==> config.mk <==
export PLATFORM = sky130hd
export DESIGN_NAME = muldiv_seq
export DESIGN_NICKNAME = d
export VERILOG_FILES = /design/src/rtl/muldiv_seq.sv
export SDC_FILE = /design/constraint.sdc
export NUM_CORES = 1
export LEC_CHECK = 0
export BUFFER_PORTS_ARGS = -buffer_cell sky130_fd_sc_hd__buf_2
export CORE_AREA = 2 2 155 157
export DETAILED_ROUTE_END_ITERATION = 16
export DIE_AREA = 0 0 157 159
export PLACE_DENSITY = 0.63
export SLEW_MARGIN = 20
export SYNTH_ARGS = -nofsm -noshare
export SYNTH_HDL_FRONTEND = slang
export SYNTH_SLANG_ARGS = --single-unit
export TNS_END_PERCENT = 30
==> constraint.sdc <==
create_clock -name clk -period 2.5 [get_ports clk]
set_input_delay 0.375 -clock clk [delete_from_list [all_inputs] [get_ports clk]]
set_output_delay 0.375 -clock clk [all_outputs]
set_load 0.01 [all_outputs]
==> src/rtl/muldiv_seq.sv <==
// muldiv_seq: issues MULT/DIV to iterative units and commits HI/LO; MTHI/MTLO take 1 cycle, MULT/DIV take unit latency + 2.
// req_ready is high only in IDLE and requests at other times are dropped. Divide-by-zero precheck: MULDIV_DIVZERO_PRECHECK_EN.
module muldiv_seq #(
  parameter int TIMEOUT_CYCLES = 40,
  parameter int CNT_W          = 6
) (
  input  logic        clk,
  input  logic        reset,
  input  logic        req_valid,
  input  logic [1:0]  req_op,
  input  logic [31:0] req_a,
  input  logic [31:0] req_b,
  output logic        req_ready,
  output logic        busy,
  output logic        done,
  output logic        exc_div_zero,
  output logic        exc_timeout,
  output logic [31:0] hi,
  output logic [31:0] lo,
  output logic        div_ctrl,
  output logic [31:0] div_a,
  output logic [31:0] div_b,
  input  logic [31:0] div_hi,
  input  logic [31:0] div_lo,
  input  logic        div_end,
  input  logic        div_zero,
  output logic        mult_ctrl,
  output logic [31:0] mult_a,
  output logic [31:0] mult_b,
  input  logic [31:0] mult_hi,
  input  logic [31:0] mult_lo,
  input  logic        mult_end
);

  typedef enum logic [1:0] {S_IDLE, S_LAUNCH, S_WAIT} state_t;

  localparam logic [1:0] OP_MULT = 2'b00;
  localparam logic [1:0] OP_DIV  = 2'b01;
  localparam logic [1:0] OP_MTHI = 2'b10;
  localparam logic [1:0] OP_MTLO = 2'b11;
  localparam logic [CNT_W-1:0] WD_LAST = CNT_W'(TIMEOUT_CYCLES - 1);

`ifdef MULDIV_DIVZERO_PRECHECK_EN
  localparam bit PRECHECK = 1'b1;
`else
  localparam bit PRECHECK = 1'b0;
`endif

  state_t           state;
  logic             op_div;
  logic [CNT_W-1:0] wd;
  logic             unit_end;

  assign req_ready = (state == S_IDLE);
  assign busy      = (state != S_IDLE);
  assign unit_end  = op_div ? div_end : mult_end;

  always_ff @(posedge clk) begin
    if (reset) begin
      state        <= S_IDLE;
      op_div       <= 1'b0;
      wd           <= '0;
      hi           <= '0;
      lo           <= '0;
      div_a        <= '0;
      div_b        <= '0;
      mult_a       <= '0;
      mult_b       <= '0;
      div_ctrl     <= 1'b0;
      mult_ctrl    <= 1'b0;
      done         <= 1'b0;
      exc_div_zero <= 1'b0;
      exc_timeout  <= 1'b0;
    end else begin
      // Pulses default low so each lasts exactly one cycle.
      done         <= 1'b0;
      exc_div_zero <= 1'b0;
      exc_timeout  <= 1'b0;
      div_ctrl     <= 1'b0;
      mult_ctrl    <= 1'b0;
      case (state)
        S_IDLE: begin
          if (req_valid) begin
            case (req_op)
              OP_MTHI: begin
                hi   <= req_a;
                done <= 1'b1;
              end
              OP_MTLO: begin
                lo   <= req_a;
                done <= 1'b1;
              end
              OP_MULT: begin
                mult_a    <= req_a;
                mult_b    <= req_b;
                op_div    <= 1'b0;
                mult_ctrl <= 1'b1;
                state     <= S_LAUNCH;
              end
              OP_DIV: begin
                if (PRECHECK && req_b == '0) begin
                  exc_div_zero <= 1'b1;
                end else begin
                  div_a    <= req_a;
                  div_b    <= req_b;
                  op_div   <= 1'b1;
                  div_ctrl <= 1'b1;
                  state    <= S_LAUNCH;
                end
              end
              default: ;
            endcase
          end
        end
        S_LAUNCH: begin
          // The start pulse was registered at accept, so it is high for exactly this cycle.
          wd    <= '0;
          state <= S_WAIT;
        end
        S_WAIT: begin
          if (op_div && div_zero) begin
            exc_div_zero <= 1'b1;
            state        <= S_IDLE;
          end else if (unit_end) begin
            hi    <= op_div ? div_hi : mult_hi;
            lo    <= op_div ? div_lo : mult_lo;
            done  <= 1'b1;
            state <= S_IDLE;
          end else if (wd == WD_LAST) begin
            exc_timeout <= 1'b1;
            state       <= S_IDLE;
          end else begin
            wd <= wd + CNT_W'(1);
          end
        end
        default: state <= S_IDLE;
      endcase
    end
  end

endmodule

# Word level (Yosys, flattened, before mapping)
# Index checks and enable logic that the tools add are counted.
# classes
n_addsub	1
n_eq_ne	15
mux	33
bitwise_logic	3
n_reduce_logical	19
# ops
op	count
$mux W32	10
$pmux W32 S2	2
$mux W6	3
$ne A2 B2 Y1 const B	6
$pmux W6 S2	1
$reduce_and A3 Y1	4
$mux W2	5
$reduce_and A5 Y1	2
$mux W1	9
$reduce_bool A2 Y1	4
$add A6 B1 Y6 const B	1
$eq A2 B2 Y1 const B	3
$eq A6 B6 Y1 const B	1
$pmux W2 S3	1
$reduce_or A2 Y1	3
$eq A2 B1 Y1 const B	2
$logic_not A2 Y1	2
$ne A2 B1 Y1 const B	2
$ne A4 B4 Y1 const B	1
$pmux W1 S2	2
$reduce_and A4 Y1	1
$reduce_or A4 Y1	1
$not A1 Y1	3
$reduce_or A3 Y1	1
$logic_and A1 B1 Y1	1
# totals
reg_bits	206
output_inout_bits	199
elab_cells	85

# Depth between registers and ports, before layout
# depth
word_depth	5
ltp_mapped	7
depth_no_buf	5

# Worst setup path after synthesis
# OpenSTA, ideal clock, no wires.
# synth_path
kind	flip-flop to flip-flop
from	reg state[0]
to	reg mult_a[22]
setup_time_ps	117
t_arrival_ps	1657
required_time_ps	2383
slack_ps	727
stages_incl_launch_ff	8
n_path_buf	3
synth_period_minus_slack_ps	1773
cell_sequence	dfxtp_1 buf_2 or4b_1 nor2_1 nor2_1 buf_2 buf_2 a22o_1
# synth_between
elab_chain_cells	2
# synth_rtl
item	line_no	text
start, declared	49	state_t state;
start signal, assigned	60	state <= S_IDLE;
start signal, assigned	98	state <= S_LAUNCH;
start signal, assigned	108	state <= S_LAUNCH;
$logic_not A2 Y1	81	case (state)
$reduce_and A3 Y1 (no line)	n/a	
end signal, assigned	94	mult_a <= req_a;
end, declared	28	output logic [31:0] mult_a,
# No other way between the ends.
# A chain may end at the register's enable or synchronous reset.

# Final worst setup path
# layout_path
from	reg state[0]
to	reg hi[8]
# layout_between
elab_chain_cells	3
word_cells_on_any_way	9
# layout_rtl
item	line_no	text
$eq A2 B2 Y1 or $logic_not A2 Y1 (tied branches)	81	
$ne A2 B2 Y1 (no line) (tied with other cells)	n/a	
$reduce_and A5 Y1 (no line)	n/a	
end signal, assigned	86	hi <= req_a;
end signal, assigned	125	hi <= op_div ? div_hi : mult_hi;
end, declared	18	output logic [31:0] hi,
# Several ways; a longest one is shown, not always the timed one.

==> results.cfg <==
[run_status]
status = finished, final reports clean

[worst_setup_path]
path_buf_inv = 1
crit_path_end_kind = register
required_ps = 2950
critical-path-top-delay-family = simple AND/OR/NAND/NOR gates
slowest_stage = nor2_4
crit_path_start_kind = register
critPathMaxFanout = 19
cp.arrival_ps = 2580
slowest_delay_ps = 630
crit_chain = nand2b_4, a21oi_1, nor2_4, buf_4, mux2i_1
path_class = reg -> reg

[power]
leakagePower_nw = 5.441
power.internal_w = 0.005692
clkPwrFrac_pct = 41.6
pwr-share-seq_pct = 45.8
max-vdd-ir-drop_mv = 0.3272
pwr-share-comb_pct = 12.7
p_per_area_nw_per_um2 = 659.1
swShare_pct = 25.00
p_switching_w = 0.001898

[final_layout]
fin_area_um2 = 11520
syn_to_final_growth_pct = 34.56
final_cells = 1611
final_common_cell = buf_2
final_core_util_pct = 49.65
fin_nets = 1481
nFillCells = 2251
mostFrequentLayoutCells = buf_2 (397), dfxtp_1 (205), nand2_1 (130)
drive_gt1_share_pct = 39.81

[sta]
fin_crit_ps = 2131
relSlewSlack_pct = 38.82
grt_setup_unrepaired = false
setup_tns_ps = 0
holdWs_ps = 86.05
post-route-period-util_pct = 85.26
drv_slew = 0
skew_ps = 20.99
setup_violations = 0
fmax_mhz = 469.2
hold_viol = 0
tightest_slew_ps = 917.7

[grt]
grt_start_max_net_pins = 98
gr-usage-all-layers_pct = 20.77
grt_pass1_wl_mm = 41.32
grt_pass1_vias = 7418
gr-total-overflow = 0
antenna_found_initial = 1

[yosys]
ys_seq_area_share_pct = 48.19
ys_ff_latch = 206
yosys.cell_types.count = 36
synth_area_um2 = 8558
synth_nets = 1121
synthCells = 920
syn_avg_cell_area_um2 = 9.302
yosys_warnings = 0

[floorplan]
core-area_um2 = 23190
fp-row-count = 56
pin_count = 399
die_h_um = 159
die_area_um2 = 24960
start_util_pct = 36.90
die_w_um = 157

[routing]
drtIter0Drc = 360
firstDrtPassIters = 5
drc_errors = 0
ant_nets = 0
vias = 7826
viasPerCell = 4.858
wire_per_inst_um = 17.00
wirelength_mm = 27.39

[placed_design]
globalplace.congestion = 0.8390
placedCellCount = 1574
port_buffers = 398
placed_cell_area_um2 = 10830
dp_hpwl_mm = 19.84

[clocking]
h-tree-depth = 1
insertion_delay_ps = 510
clockBufferDepth = 3
cts_tree = yes
post_cts_buffers = 0
numCtsBuffers = 23
cts.hold.buffers_added = 0
cts.sinks = 206
ctsResizeCount = 0
cts_root_buf = clkbuf_16
path_clk_slew_ps = 60

[worst_hold_path]
hold_class = in -> reg

[job]
max-cap-violations = 0
## final timing paths
path | startpoint | to | slack (ps) | cells after the start
min reg2reg | div_b[28] | div_b[28] | 450 | 2
max | state[0] | hi[8] | 370 | 5
min | req_b[14] | mult_b[14] | 90 | 2
max reg2reg | state[0] | hi[8] | 370 | 5
## synthesized netlist by cell type, drive strengths merged
cell type	number	share of area, %
nor2b	2	0.15
or4	1	0.088
nand3	3	0.18
and4	1	0.10
nor4	2	0.15
nor4b	1	0.10
xnor2	1	0.10
a21oi	102	6.0
a22o	64	6.5
o41ai	1	0.10
ha	1	0.15
nand2b	68	5.0
xor2	1	0.10
or4b	2	0.23
and2	1	0.073
o311ai	1	0.10
o21ai	65	3.8
o21a	2	0.18
nand2	131	5.7
clkbuf	38	1.7
nand3b	1	0.088
mux2	64	8.4
buf	38	2.3
nor2	12	0.53
dfxtp	206	48
inv	34	1.5
nand4b	2	0.20
nand4	1	0.073
a41o	1	0.12
o211ai	2	0.18
or3	2	0.15
nor3	5	0.29
mux2i	64	7.5
## logic make-up (layout without fill, tap and decap cells)
| group | count (synthesis) | after routing | synth area share (%) |
|---|---|---|---|
| adder cells (fa/ha/maj) | 1 | 1 | 0.1462 |
| other | 0 | 1 | 0 |
| flip-flops | 206 | 206 | 48.19 |
| AND/OR/NAND/NOR | 235 | 235 | 13.11 |
| buffers and inverters | 110 | 481 | 5.453 |
| XOR/XNOR | 2 | 2 | 0.2047 |
| AO/OA/AOI/OAI | 238 | 238 | 16.99 |
| multiplexers | 128 | 128 | 15.91 |
## routing by layer
metal	vias to the layer above	GRT usage [%]	part of all wire (%)
li1	3882	-	-
met1	3606	27.65	45
met2	287	33.91	46
met3	51	3.838	6.6
met4	0	6.756	2.8
met5	-	0	0
## metrics by stage
| stage | worst slack (ps) | power (W) |
|---|---|---|
| CTS | 342.4 | 0.007699 |
| detailed placement | 352.1 | 0.004511 |
| floorplan | 726.7 | 0.004051 |
| global placement | 365.9 | 0.004505 |
| global route | 171.8 | 0.007905 |
| finish | 368.6 | 0.007590 |
## cell type report
| type | count | area, µm² | share of cell area (%) |
|---|---|---|---|
| clock inverter | 5 | 56.30 | 0.4889 |
| inverter | 34 | 127.6 | 1.108 |
| multi-input combinational | 604 | 4000 | 34.74 |
| clock buffer | 31 | 625.6 | 5.432 |
| timing repair buffer | 411 | 2180 | 18.93 |
| tap | 319 | 399.1 | 3.466 |
| antenna | 1 | 2.502 | 0.02173 |
| sequential | 206 | 4125 | 35.82 |
## power by group through the flow
stage	Clock, W	Combinational (W)	Sequential, W
floorplan	0	0.000456	0.00359
finish	0.00316	0.000961	0.00347
CTS	0.00325	0.000974	0.00347
global route	0.00337	0.00105	0.00349
global placement	0	0.000966	0.00354
detailed placement	0	0.000970	0.00354
## flip-flops by register name (all words and copies together) (netlist names), 2 cells and up
name	cells
lo	32
wd	6
mult_b	32
div_b	32
state	2
hi	32
mult_a	32
div_a	32
Power figures use the tool's default switching activity.
